$ cat config.mk
export PLATFORM = sky130hd
export DESIGN_NAME = harmonic_sequencer_flat
export DESIGN_NICKNAME = d
export VERILOG_FILES = /design/src/rtl/harmonic_sequencer_if.sv /design/src/rtl/harmonic_sequencer.sv /design/src/flat_wrapper.sv
export SDC_FILE = /design/constraint.sdc
export NUM_CORES = 1
export LEC_CHECK = 0
export ABC_CLOCK_PERIOD_IN_PS = 2100
export CELL_PAD_IN_SITES_DETAIL_PLACEMENT = 1
export CELL_PAD_IN_SITES_GLOBAL_PLACEMENT = 1
export CORE_UTILIZATION = 38
export DETAILED_ROUTE_END_ITERATION = 16
export MAX_ROUTING_LAYER = met4
export PLACE_DENSITY = 0.86
export REMOVE_ABC_BUFFERS = 1
export SYNTH_ARGS = -nofsm -noshare
export SYNTH_HDL_FRONTEND = slang
export SYNTH_SLANG_ARGS = --single-unit
$ cat constraint.sdc
create_clock -name i_Clock -period 2.1 [get_ports i_Clock]
set_input_delay 0.315 -clock i_Clock [delete_from_list [all_inputs] [get_ports i_Clock]]
set_output_delay 0.315 -clock i_Clock [all_outputs]
set_load 0.005 [all_outputs]
$ cat src/rtl/harmonic_sequencer_if.sv
// rtl/harmonic_sequencer_if.sv - handshake bundle between the frame scheduler and the synthesis datapath
interface harmonic_sequencer_if;
  logic       i_Sample_Ready;
  logic       i_Freq_Too_High;
  logic       i_Mult_Ready;
  logic       i_Comb_Muted;
  logic       i_Comb_Enable;
  logic [7:0] o_Harmonic;
  logic       o_Next_Sample;
  logic       o_Start_Mult;
  logic       o_Restart_Mult;
  logic [1:0] o_Adder_Start;
  logic       o_Adder_Clear;
  logic       o_Latch_Totals;
  logic       o_DAC_Send;
  logic       o_Overrun;
  logic       o_Busy;

  modport master (
    input  i_Sample_Ready, i_Freq_Too_High, i_Mult_Ready, i_Comb_Muted, i_Comb_Enable,
    output o_Harmonic, o_Next_Sample, o_Start_Mult, o_Restart_Mult, o_Adder_Start,
           o_Adder_Clear, o_Latch_Totals, o_DAC_Send, o_Overrun, o_Busy
  );

  modport slave (
    output i_Sample_Ready, i_Freq_Too_High, i_Mult_Ready, i_Comb_Muted, i_Comb_Enable,
    input  o_Harmonic, o_Next_Sample, o_Start_Mult, o_Restart_Mult, o_Adder_Start,
           o_Adder_Clear, o_Latch_Totals, o_DAC_Send, o_Overrun, o_Busy
  );
endinterface

$ cat src/rtl/harmonic_sequencer.sv
// rtl/harmonic_sequencer.sv - per-sample frame scheduler for the additive-synthesis harmonic loop
module harmonic_sequencer #(
  parameter logic [7:0]  NO_OF_HARMONICS = 8'd50,
  parameter logic [15:0] SAMPLEINTERVAL  = 16'd1000
) (
  input  logic                  i_Clock,
  input  logic                  i_Reset_n,
  harmonic_sequencer_if.master  bus
);

  localparam logic [7:0]  LAST_HARMONIC = NO_OF_HARMONICS - 8'd1;
  localparam logic [15:0] LAST_COUNT    = SAMPLEINTERVAL - 16'd1;

  typedef enum logic [2:0] {
    S_WAIT_TICK,
    S_SEND,
    S_MULT,
    S_MULT_WAIT,
    S_WAIT_SAMPLE,
    S_ADD,
    S_NEXT,
    S_DONE
  } state_t;

  state_t     state, state_d;
  logic [7:0] harmonic, harmonic_d;
  logic       abort_flag, abort_flag_d;
  logic       tick_pending, tick_pending_d;
  logic [15:0] timer;
  logic       tick;

  logic       next_sample_q;
  logic       start_mult_q;
  logic       restart_mult_q;
  logic [1:0] adder_start_q;
  logic       adder_clear_q;
  logic       latch_totals_q;
  logic       dac_send_q;
  logic       overrun_q;
  logic       busy_q;

  // Sample-rate timer runs independently of the FSM so the DAC cadence is fixed.
  assign tick = (timer == LAST_COUNT);

  always_ff @(posedge i_Clock or negedge i_Reset_n) begin
    if (!i_Reset_n) begin
      timer <= 16'd0;
    end else if (tick) begin
      timer <= 16'd0;
    end else begin
      timer <= timer + 16'd1;
    end
  end

  always_comb begin
    state_d        = state;
    harmonic_d     = harmonic;
    abort_flag_d   = abort_flag;
    tick_pending_d = tick_pending;
    case (state)
      S_WAIT_TICK: begin
        if (tick || tick_pending) begin
          state_d        = S_SEND;
          tick_pending_d = 1'b0;
        end
      end
      S_SEND: state_d = S_MULT;
      S_DONE: begin
        if (abort_flag) begin
          state_d = S_SEND;
        end else begin
          state_d        = S_WAIT_TICK;
          tick_pending_d = tick;
        end
      end
      default: begin
        // A tick inside the harmonic loop abandons the frame ahead of any other transition.
        if (tick) begin
          state_d      = S_DONE;
          abort_flag_d = 1'b1;
        end else begin
          case (state)
            S_MULT: state_d = S_MULT_WAIT;
            S_MULT_WAIT: begin
              if (bus.i_Mult_Ready) begin
                if (bus.i_Comb_Enable && bus.i_Comb_Muted && (harmonic != 8'd0)) begin
                  state_d = S_NEXT;
                end else begin
                  state_d = S_WAIT_SAMPLE;
                end
              end
            end
            S_WAIT_SAMPLE: begin
              if (bus.i_Sample_Ready) begin
                state_d = S_ADD;
              end
            end
            S_ADD: state_d = S_NEXT;
            S_NEXT: begin
              if ((harmonic == LAST_HARMONIC) || bus.i_Freq_Too_High) begin
                state_d = S_DONE;
              end else begin
                harmonic_d = harmonic + 8'd1;
                state_d    = S_MULT;
              end
            end
            default: state_d = S_WAIT_TICK;
          endcase
        end
      end
    endcase
    if (state_d == S_SEND) begin
      harmonic_d   = 8'd0;
      abort_flag_d = 1'b0;
    end
  end

  // Outputs are registered from the state being entered, so each pulse lines up with its state.
  always_ff @(posedge i_Clock or negedge i_Reset_n) begin
    if (!i_Reset_n) begin
      state          <= S_WAIT_TICK;
      harmonic       <= 8'd0;
      abort_flag     <= 1'b0;
      tick_pending   <= 1'b0;
      next_sample_q  <= 1'b0;
      start_mult_q   <= 1'b0;
      restart_mult_q <= 1'b0;
      adder_start_q  <= 2'b00;
      adder_clear_q  <= 1'b0;
      latch_totals_q <= 1'b0;
      dac_send_q     <= 1'b0;
      overrun_q      <= 1'b0;
      busy_q         <= 1'b0;
    end else begin
      state          <= state_d;
      harmonic       <= harmonic_d;
      abort_flag     <= abort_flag_d;
      tick_pending   <= tick_pending_d;
      next_sample_q  <= (state_d == S_SEND) || ((state == S_NEXT) && (state_d == S_MULT));
      start_mult_q   <= (state_d == S_MULT);
      restart_mult_q <= (state_d == S_SEND);
      adder_start_q  <= (state_d != S_ADD) ? 2'b00 : (harmonic_d[0] ? 2'b10 : 2'b01);
      adder_clear_q  <= (state_d == S_DONE);
      latch_totals_q <= (state_d == S_DONE);
      dac_send_q     <= (state_d == S_SEND);
      overrun_q      <= (state_d == S_SEND) && abort_flag;
      busy_q         <= (state_d == S_MULT) || (state_d == S_MULT_WAIT) ||
                        (state_d == S_WAIT_SAMPLE) || (state_d == S_ADD) || (state_d == S_NEXT);
    end
  end

  assign bus.o_Harmonic     = harmonic;
  assign bus.o_Next_Sample  = next_sample_q;
  assign bus.o_Start_Mult   = start_mult_q;
  assign bus.o_Restart_Mult = restart_mult_q;
  assign bus.o_Adder_Start  = adder_start_q;
  assign bus.o_Adder_Clear  = adder_clear_q;
  assign bus.o_Latch_Totals = latch_totals_q;
  assign bus.o_DAC_Send     = dac_send_q;
  assign bus.o_Overrun      = overrun_q;
  assign bus.o_Busy         = busy_q;

endmodule

$ cat src/flat_wrapper.sv
// flat-port wrapper written by rule: the top's interface ports become plain ports
module harmonic_sequencer_flat 
#(
  parameter logic [7:0]  NO_OF_HARMONICS = 8'd50,
  parameter logic [15:0] SAMPLEINTERVAL  = 16'd1000
)
  (i_Clock, i_Reset_n, bus_i_Sample_Ready, bus_i_Freq_Too_High, bus_i_Mult_Ready, bus_i_Comb_Muted, bus_i_Comb_Enable, bus_o_Harmonic, bus_o_Next_Sample, bus_o_Start_Mult, bus_o_Restart_Mult, bus_o_Adder_Start, bus_o_Adder_Clear, bus_o_Latch_Totals, bus_o_DAC_Send, bus_o_Overrun, bus_o_Busy);
  harmonic_sequencer_if bus_i ();
  input  logic i_Clock;
  input  logic i_Reset_n;
  input wire logic [$bits(bus_i.i_Sample_Ready)-1:0] bus_i_Sample_Ready;
  input wire logic [$bits(bus_i.i_Freq_Too_High)-1:0] bus_i_Freq_Too_High;
  input wire logic [$bits(bus_i.i_Mult_Ready)-1:0] bus_i_Mult_Ready;
  input wire logic [$bits(bus_i.i_Comb_Muted)-1:0] bus_i_Comb_Muted;
  input wire logic [$bits(bus_i.i_Comb_Enable)-1:0] bus_i_Comb_Enable;
  output wire logic [$bits(bus_i.o_Harmonic)-1:0] bus_o_Harmonic;
  output wire logic [$bits(bus_i.o_Next_Sample)-1:0] bus_o_Next_Sample;
  output wire logic [$bits(bus_i.o_Start_Mult)-1:0] bus_o_Start_Mult;
  output wire logic [$bits(bus_i.o_Restart_Mult)-1:0] bus_o_Restart_Mult;
  output wire logic [$bits(bus_i.o_Adder_Start)-1:0] bus_o_Adder_Start;
  output wire logic [$bits(bus_i.o_Adder_Clear)-1:0] bus_o_Adder_Clear;
  output wire logic [$bits(bus_i.o_Latch_Totals)-1:0] bus_o_Latch_Totals;
  output wire logic [$bits(bus_i.o_DAC_Send)-1:0] bus_o_DAC_Send;
  output wire logic [$bits(bus_i.o_Overrun)-1:0] bus_o_Overrun;
  output wire logic [$bits(bus_i.o_Busy)-1:0] bus_o_Busy;
  assign bus_i.i_Sample_Ready = bus_i_Sample_Ready;
  assign bus_i.i_Freq_Too_High = bus_i_Freq_Too_High;
  assign bus_i.i_Mult_Ready = bus_i_Mult_Ready;
  assign bus_i.i_Comb_Muted = bus_i_Comb_Muted;
  assign bus_i.i_Comb_Enable = bus_i_Comb_Enable;
  assign bus_o_Harmonic = bus_i.o_Harmonic;
  assign bus_o_Next_Sample = bus_i.o_Next_Sample;
  assign bus_o_Start_Mult = bus_i.o_Start_Mult;
  assign bus_o_Restart_Mult = bus_i.o_Restart_Mult;
  assign bus_o_Adder_Start = bus_i.o_Adder_Start;
  assign bus_o_Adder_Clear = bus_i.o_Adder_Clear;
  assign bus_o_Latch_Totals = bus_i.o_Latch_Totals;
  assign bus_o_DAC_Send = bus_i.o_DAC_Send;
  assign bus_o_Overrun = bus_i.o_Overrun;
  assign bus_o_Busy = bus_i.o_Busy;
  harmonic_sequencer #(.NO_OF_HARMONICS(NO_OF_HARMONICS), .SAMPLEINTERVAL(SAMPLEINTERVAL)) u_core (.i_Clock(i_Clock), .i_Reset_n(i_Reset_n), .bus(bus_i));
endmodule
After elaboration in Yosys (flattened, before gate mapping):

Index checks and enable logic that the tools add are counted.

* register bits: 37
* output and inout port bits: 18

* mux-type cells: 23
* reduce and logical (&&, ||, !) cells: 20
* equality and inequality tests: 22
* add/subtract/negate cells: 2

Operators by type and width (count)
* 2-to-1 mux 8 bit: 5
* == test 3 bit (second input constant): 8
* adder 16 x 1 -> 16 bit (second input constant): 1
* == test 16 x 10 -> 1 bit (second input constant): 1
* 2-to-1 mux 16 bit: 1
* 2-to-1 mux 3 bit: 5
* case mux 3 bit (5 select lines): 1
* == test 3 x 2 -> 1 bit (second input constant): 4
* case mux 3 bit (3 select lines): 1
* adder 8 x 1 -> 8 bit (second input constant): 1
* == test 8 x 6 -> 1 bit (second input constant): 1
* nonzero test 8 bit: 1
* logical OR 1 bit: 7
* == test 3 x 1 -> 1 bit (second input constant): 2
* 2-to-1 mux 1 bit: 6
* 2-to-1 mux 2 bit: 3
* inequality test 2 bit (second input constant): 3
* nonzero test 2 bit: 3
* logical AND 1 bit: 4
* inequality test 2 x 1 -> 1 bit (second input constant): 2
* AND reduction 4 bit: 1
* zero test 3 bit: 1
* inequality test 3 bit (second input constant): 1
* AND reduction 3 bit: 1
* other kinds (3): 3

Longest topological paths before layout:

Gate-level depths: netlist of run 1.

* word-level depth: 12
* depth in mapped cells: 7
* mapped depth without buffers: 6

Least setup slack after synthesis of run 1:

Ideal clock, no wire load.

* path type: register to register
* start: register u_core.harmonic[1] (netlist: u_core.bus.o_Harmonic[1])
* end: register u_core.harmonic[4] (netlist: u_core.bus.o_Harmonic[4])
* arrival time: 2038 ps
* buffers on the path: 1
* setup slack: -15 ps
* stages on the path, launching flop included: 8
* library setup time: 77 ps
* path through: dfrtp_1 > inv_1 > ha_1 > a41o_1 > or3_1 > buf_6 > or4b_1 > a21oi_1

* longest elaborated chain between the ends: 10
* elaborated cells between the ends (all ways): 22
* those cells by class: add/sub: 1; eq/ne: 5; mux: 11; reduce/logical: 5

RTL lines
* from (decl): line harmonic_sequencer.sv:26 `logic [7:0] harmonic, harmonic_d;`
* from (signal assigned): line harmonic_sequencer.sv:136 `harmonic <= harmonic_d;`
* nonzero test 8 bit: line harmonic_sequencer.sv:86 `if (bus.i_Comb_Enable && bus.i_Comb_Muted && (harmonic != 8'd0)) begin`
* logical AND 1 bit: line harmonic_sequencer.sv:86
* 2-to-1 mux 2 bit: line harmonic_sequencer.sv:86
* 2-to-1 mux 3 bit: line harmonic_sequencer.sv:85 `if (bus.i_Mult_Ready) begin`
* case mux 3 bit (5 select lines): line harmonic_sequencer.sv:82 `case (state)`
* 2-to-1 mux 3 bit: line harmonic_sequencer.sv:78 `if (tick) begin`
* case mux 3 bit (3 select lines): line harmonic_sequencer.sv:60 `case (state)`
* == test 3 x 1 -> 1 bit: line harmonic_sequencer.sv:112 `if (state_d == S_SEND) begin`
* inequality test 2 bit (no source line), or another cell as far along
* AND reduction 4 bit (no source line)

Several ways; a longest one is shown, not always the timed one. The select of a mux whose other input is x is not followed.
A chain may end at the register's enable or synchronous reset.

Final worst setup path of run 1:

* start: register u_core.timer[10]
* end: register u_core.start_mult_q (netlist: u_core.bus.o_Start_Mult)

* longest elaborated chain between the ends: 5
* elaborated cells between the ends (all ways): 6
* those cells by class: eq/ne: 2; mux: 3; reduce/logical: 1

RTL lines
* from (decl): line harmonic_sequencer.sv:29 `logic [15:0] timer;`
* from (signal assigned): line harmonic_sequencer.sv:51 `timer <= timer + 16'd1;`
* == test 16 x 10 -> 1 bit *: line harmonic_sequencer.sv:43 `assign tick = (timer == LAST_COUNT);`
* logical OR 1 bit: line harmonic_sequencer.sv:62 `if (tick || tick_pending) begin`
* 2-to-1 mux 3 bit: line harmonic_sequencer.sv:62
* case mux 3 bit (3 select lines) *: line harmonic_sequencer.sv:60
* == test 3 x 2 -> 1 bit *: line harmonic_sequencer.sv:140 `start_mult_q <= (state_d == S_MULT);`
* to (signal assigned): line harmonic_sequencer.sv:140
* to (decl): line harmonic_sequencer.sv:33 `logic start_mult_q;`

Every way passes the cells marked *; elsewhere a longest branch is shown, timed or not.

==> results of run 1 <==
==> cell type report <==
cell class / count / area share, %
Sequential cell: 37 / 36.13
Multi-Input combinational cell: 135 / 35.74
Timing Repair Buffer: 62 / 20.31
Tap cell: 67 / 3.271
Clock buffer: 5 / 2.686
Inverter: 8 / 1.172
Clock inverter: 3 / 0.6836
==> power by group <==
| group | internal (µW) | switching, µW | total (µW) |
|---|---|---|---|
| clock | 229 | 267 | 497 |
| sequential | 767 | 50.8 | 818 |
| combinational | 217 | 169 | 386 |
==> synthesized netlist by cell type, types with 3 or more instances <==
library cell   n
clkbuf_1       4
or3_1          5
nor4b_1        3
nand2_1       16
a31oi_1        3
nor4_1         5
ha_1           4
xor2_1         7
nand3_1        7
nor3_1         5
and3_1         4
xnor2_1       10
nor2_1        23
inv_1          8
dfrtp_1       37
a21oi_1        5
o21ai_0        6
==> layer usage <==
layer  routed length (µm)  global-route usage [%]  share of wire, %  vias to the layer above
met5                    0                       -                 0                        -
met4                   80                   9.150               1.6                        0
met3                  140                   3.750               2.8                        5
met2                 2611                   35.10                52                       27
met1                 2144                   25.54                43                      821
li1                     -                       -                 -                      781
==> flip-flops by register name (all words and copies together) (netlist names), 2 cells and up <==
name                      count
u_core.timer                 16
u_core.bus.o_Harmonic         8
u_core.state                  3
u_core.bus.o_Adder_Start      2
==> critical path, cell delays in order (launching register included) <==
cell     delay (ps)
dfrtp_1         400
or4_4           570
or4_4           470
a211o_1         340
and3b_1         190
==> path summary, 6_finish.rpt <==
kind / cells past startpoint / slack [ps] / endpoint
worst max register to register: 4 / 10 / u_core.bus.o_Start_Mult
worst min-delay path: 1 / 120 / u_core.bus.o_Adder_Start[1]
max in group asynchronous: 1 / 1450 / u_core.bus.o_Harmonic[1]
worst max-delay path: 4 / 10 / u_core.bus.o_Start_Mult
min in group i_Clock: 1 / 470 / u_core.timer[15]
worst min register to register: 1 / 470 / u_core.timer[15]
==> through the flow <==
| stage | setup slack (ps) | TNS [ps] | std cells | utilization [%] | power (µW) |
|---|---|---|---|---|---|
| finish | 12.81 | 0 | 317 | 53.89 | 1701 |
| global route | -49.82 | -140.6 | 317 | 53.89 | 1787 |
| CTS | -34.12 | -34.12 | 310 | 52.13 | 1710 |
| detailed placement | -91.90 | -305.0 | 301 | 49.97 | 1202 |
| global placement | -49.59 | -63.89 | 301 | 49.97 | 1185 |
| floorplan | -187.1 | -1880 | 180 | - | 956.9 |
==> cell families after synthesis <==
kind of cell	after synthesis
flops	37
xor+xnor	17
mux	1
compound gates	28
buf+inv	16
simple gates	85
fa+ha+maj	4
==> repair_timing <==
action | in CTS | in global routing
buffers inserted | 1 | 7
pin swaps | 0 | 7
hold endpoints to repair | 0 | 0
resized for setup | 2 | 7
setup endpoints to repair | 5 | 13
==> results.yml, run 1 <==
outcome:
  status: "complete, no violations"
worst_setup_path:
  startpoint: "u_core.timer[10]"
  required_ps: 2280
  start_kind: "register"
  critPathArrivalTime_ps: 2270
  rr_startpoint: "u_core.timer[10]"
  crit_type: "register to register"
  worst-path-max-fanout: 3
  end_kind: "register"
timing:
  hold_viol_final: 0
  setup_viol: 0
  worst_slew_pin_slew_ps: 840.2
  whs_ps: 121.7
  min_period_over_period_pct: 99.39
  max_freq_mhz: 479.1
  rsz0062_at_grt: "true"
  relSlewSlack_pct: 43.98
  post-route-min-period_ps: 2087
  slew_viol_final: 0
  fin_worst_skew_ps: 8.636
final_layout:
  final_common_cell: "buf_4"
  nNetsFinal: 260
  multi_input_area_um2: 915.9
  layout-drive-gt1-share_pct: 24.40
  fillers: 547
  area.sequential_um2: 925.9
  final_cell_mix: "38 x buf_4, 37 x dfrtp_1, 23 x nor2_1, 23 x clkdlybuf4s50_1, 16 x nand2_1"
  antenna_cells: 0
  final_cell_area_um2: 2562
  layout-area-overhead-vs-synth_pct: 36.44
placed_design:
  place_hpwl_mm: 3.574
  port_buffers: 24
  place_area_um2: 2376
  gp_congestion: 0.8555
global_route:
  grt_usage_pct: 21.24
  grt_pass1_wl_mm: 8.010
  grt_pass1_vias: 1680
  overflow: 0
  antenna_found_initial: 0
  grt_max_degree: 38
synth:
  synthXorXnorAreaFrac_pct: 7.928
  syn-cell-area_um2: 1878
  yosys.area.top_type: "dfrtp_1"
  avgSynthCellArea_um2: 9.990
  synth_edf_count: 0
  async_flop_share_pct: 100.0
  synth_ff_type: "dfrtp_1"
  ys_seq_area_share_pct: 49.30
  ys_ff_latch: 37
  synth_top_area_share_pct: 49.30
  ys_types: 45
  synth_top_family_by_area: "simple AND/OR/NAND/NOR gates"
  synth_area_leaders: "dfrtp_1 49%, xnor2_1 4.7%, nor2_1 4.6%"
  yosysWarnings: 0
  synthCells: 188
  synth-simple-area-share_pct: 24.45
  synth_compound_area_share_pct: 11.06
  synthMuxAreaShare_pct: 0.5330
  synthAdderAreaFrac_pct: 2.665
route:
  wl_per_cell_um: 15.70
  ant_nets: 0
  finalWirelength_mm: 4.977
  drtIter0Drc: 88
  viasPerCell: 5.155
  num_vias: 1634
  drc: 0
  dr.pass1.iters: 4
cts:
  clkSinkCount: 37
  hold_buffers: 0
  cts_max_level: 2
  root_buffer: "clkbuf_8"
  clk_latency_ps: 290
  cts_tree: "yes"
  cts_max_path_buffers: 2
  cts-buffers-inserted: 5
  clk_pin_slew_ps: 80
floorplanning:
  io_pins: 25
  die_y_um: 72.30
  die_x_um: 72.30
  dieArea_um2: 5227
  initial_core_util_pct: 39.50
  core_um2: 4755
  rows: 25
run:
  cap_violations: 0
power_and_ir_drop:
  p_leak_uw: 0.001190
  vdd_ir_drop_max_mv: 0.5509
  pwr_density_cell_nw_per_um2: 663.9
min_path:
  min_path_type: "primary input to asynchronous set/reset pin"
(Power assumes the default switching activity.)
==> inputs of run 2 (changes only) <==
CTS_CLUSTER_DIAMETER = 60   (was not set)
==> results of run 2 <==
No change in the layout: final DEF, timing and power equal those of run 1.
==> inputs of run 3 (changes only) <==
ABC_CLOCK_PERIOD_IN_PS = not set   (was 2100)
CORE_MARGIN = 3   (was not set)
==> run 3 against run 2 <==
- setup slack got worse by 11 ps
- hold slack got worse by 1.7 ps
- largest cell class unchanged
- largest power group unchanged
- clock power rose by 20%
==> results.yml, run 3 (synthesis results as in run 1) <==
timing:
  max_freq_mhz: 476.7
  worst_slew_pin_slew_ps: 829.9
  relSlewSlack_pct: 44.68
  finalSetupTns_ps: 0
  setup_ws_ps: 2.110
  setup_viol: 0
  rsz0062_at_grt: "true"
  hold_viol_final: 0
  slew_viol_final: 0
  min_period_over_period_pct: 99.90
  fin_worst_skew_ps: 5.168
  post-route-min-period_ps: 2098
worst_setup_path:
  end_kind: "register"
  worst-path-max-fanout: 4
  reg2reg_depth: 4
  required_ps: 2280
  start_kind: "register"
  critPathArrivalTime_ps: 2280
  crit_type: "register to register"
  r2r-end: "u_core.bus.o_Start_Mult"
  rr_startpoint: "u_core.timer[13]"
  reg2reg_setup_slack_ps: 2
route:
  viasPerCell: 5.287
  drtIter0Drc: 36
  dr.pass1.iters: 4
  num_vias: 1602
  finalWirelength_mm: 5.206
  wl_per_cell_um: 17.18
  drc: 0
  ant_nets: 0
final_layout:
  layout-area-overhead-vs-synth_pct: 32.31
  antenna_cells: 0
  final_cell_mix: "37 x dfrtp_1, 23 x nor2_1, 23 x clkdlybuf4s50_1, 23 x buf_4, 16 x nand2_1"
  largest_reg_flops: 16
  final_common_cell: "dfrtp_1"
  nNetsFinal: 249
  final_cell_area_um2: 2485
  regMostFlops: "u_core.timer"
  final_core_util_pct: 54.44
  layout-drive-gt1-share_pct: 19.33
power_and_ir_drop:
  vdd_ir_drop_max_mv: 0.5335
  pwr_density_cell_nw_per_um2: 729.1
  p_leak_uw: 0.001150
global_route:
  grt_pass1_vias: 1699
  antenna_found_initial: 0
  overflow: 0
  grt_max_degree: 38
  grt_pass1_wl_mm: 8.500
  grt_usage_pct: 19.30
floorplanning:
  core_um2: 4564
  die_x_um: 76.30
  io_pins: 25
  rows: 24
  dieArea_um2: 5822
  initial_core_util_pct: 41.15
  die_y_um: 76.30
cts:
  clkSinkCount: 37
  clk_latency_ps: 290
  clk_pin_slew_ps: 70
  cts_max_level: 2
  cts-buffers-inserted: 5
  root_buffer: "clkbuf_8"
  cts_max_path_buffers: 2
  cts_tree: "yes"
  hold_buffers: 0
min_path:
  min_path_type: "primary input to asynchronous set/reset pin"
placed_design:
  place_area_um2: 2328
  port_buffers: 24
  pre_cts_slack_ps: -70.46
  place_hpwl_mm: 3.445
  gp_congestion: 0.8620
run:
  cap_violations: 0
outcome:
  status: "complete, no violations"
[run 3: how the worst max path moves through the flow]
stage               slack, ps        startpoint                 endpoint  cells after the start
floorplan                -190  u_core.timer[13]     u_core.bus.o_Overrun                      5
global placement           10  u_core.timer[10]        u_core.bus.o_Busy                      5
detailed placement        -70  u_core.timer[10]        u_core.bus.o_Busy                      5
CTS                       -20  u_core.timer[10]  u_core.bus.o_Start_Mult                      4
global route              -50  u_core.timer[13]  u_core.bus.o_Start_Mult                      4
finish                      2  u_core.timer[13]  u_core.bus.o_Start_Mult                      4
[run 3: timing repair]
action	CTS	global route
setup buffers	0	1
endpoints found under the setup margin	5	15
resized for setup	2	7
endpoints found under the hold margin	0	0
pin swaps	0	8
gates cloned	0	2
[run 3: cell type report]
class | count | area [µm²]
tap | 65 | 81.33
fill | 521 | 2079
clock inverter | 2 | 35.03
multi-input combinational | 135 | 903.4
sequential | 37 | 925.9
inverter | 8 | 30.03
timing repair buffer | 51 | 440.4
clock buffer | 5 | 68.82
[run 3: power by group]
part           switching (µW)  total [µW]  internal, µW
logic                     179         394           215
clock network             251         596           345
registers                53.7         822           768
[run 3: per-layer routing]
layer	share of wire, %	GRT usage (%)	up-vias
li1	-	-	763
met1	43	22.49	787
met2	51	32.25	42
met3	4.0	5.083	10
met4	2.0	6.703	0
met5	0	-	-
[run 3: metrics by stage]
stage,hold slack [ps],instances,power (µW)
global placement,455.9,293,1198
detailed placement,466.3,293,1217
CTS,142.9,300,1827
finish,120.0,303,1812
floorplan,19.41,180,956.9
global route,186.8,303,1906
[run 3: worst max-delay path: stages, from the launching register on]
cell	delay, ps
dfrtp_1	390
or4_4	590
or4_4	480
a211o_1	350
and3b_1	180
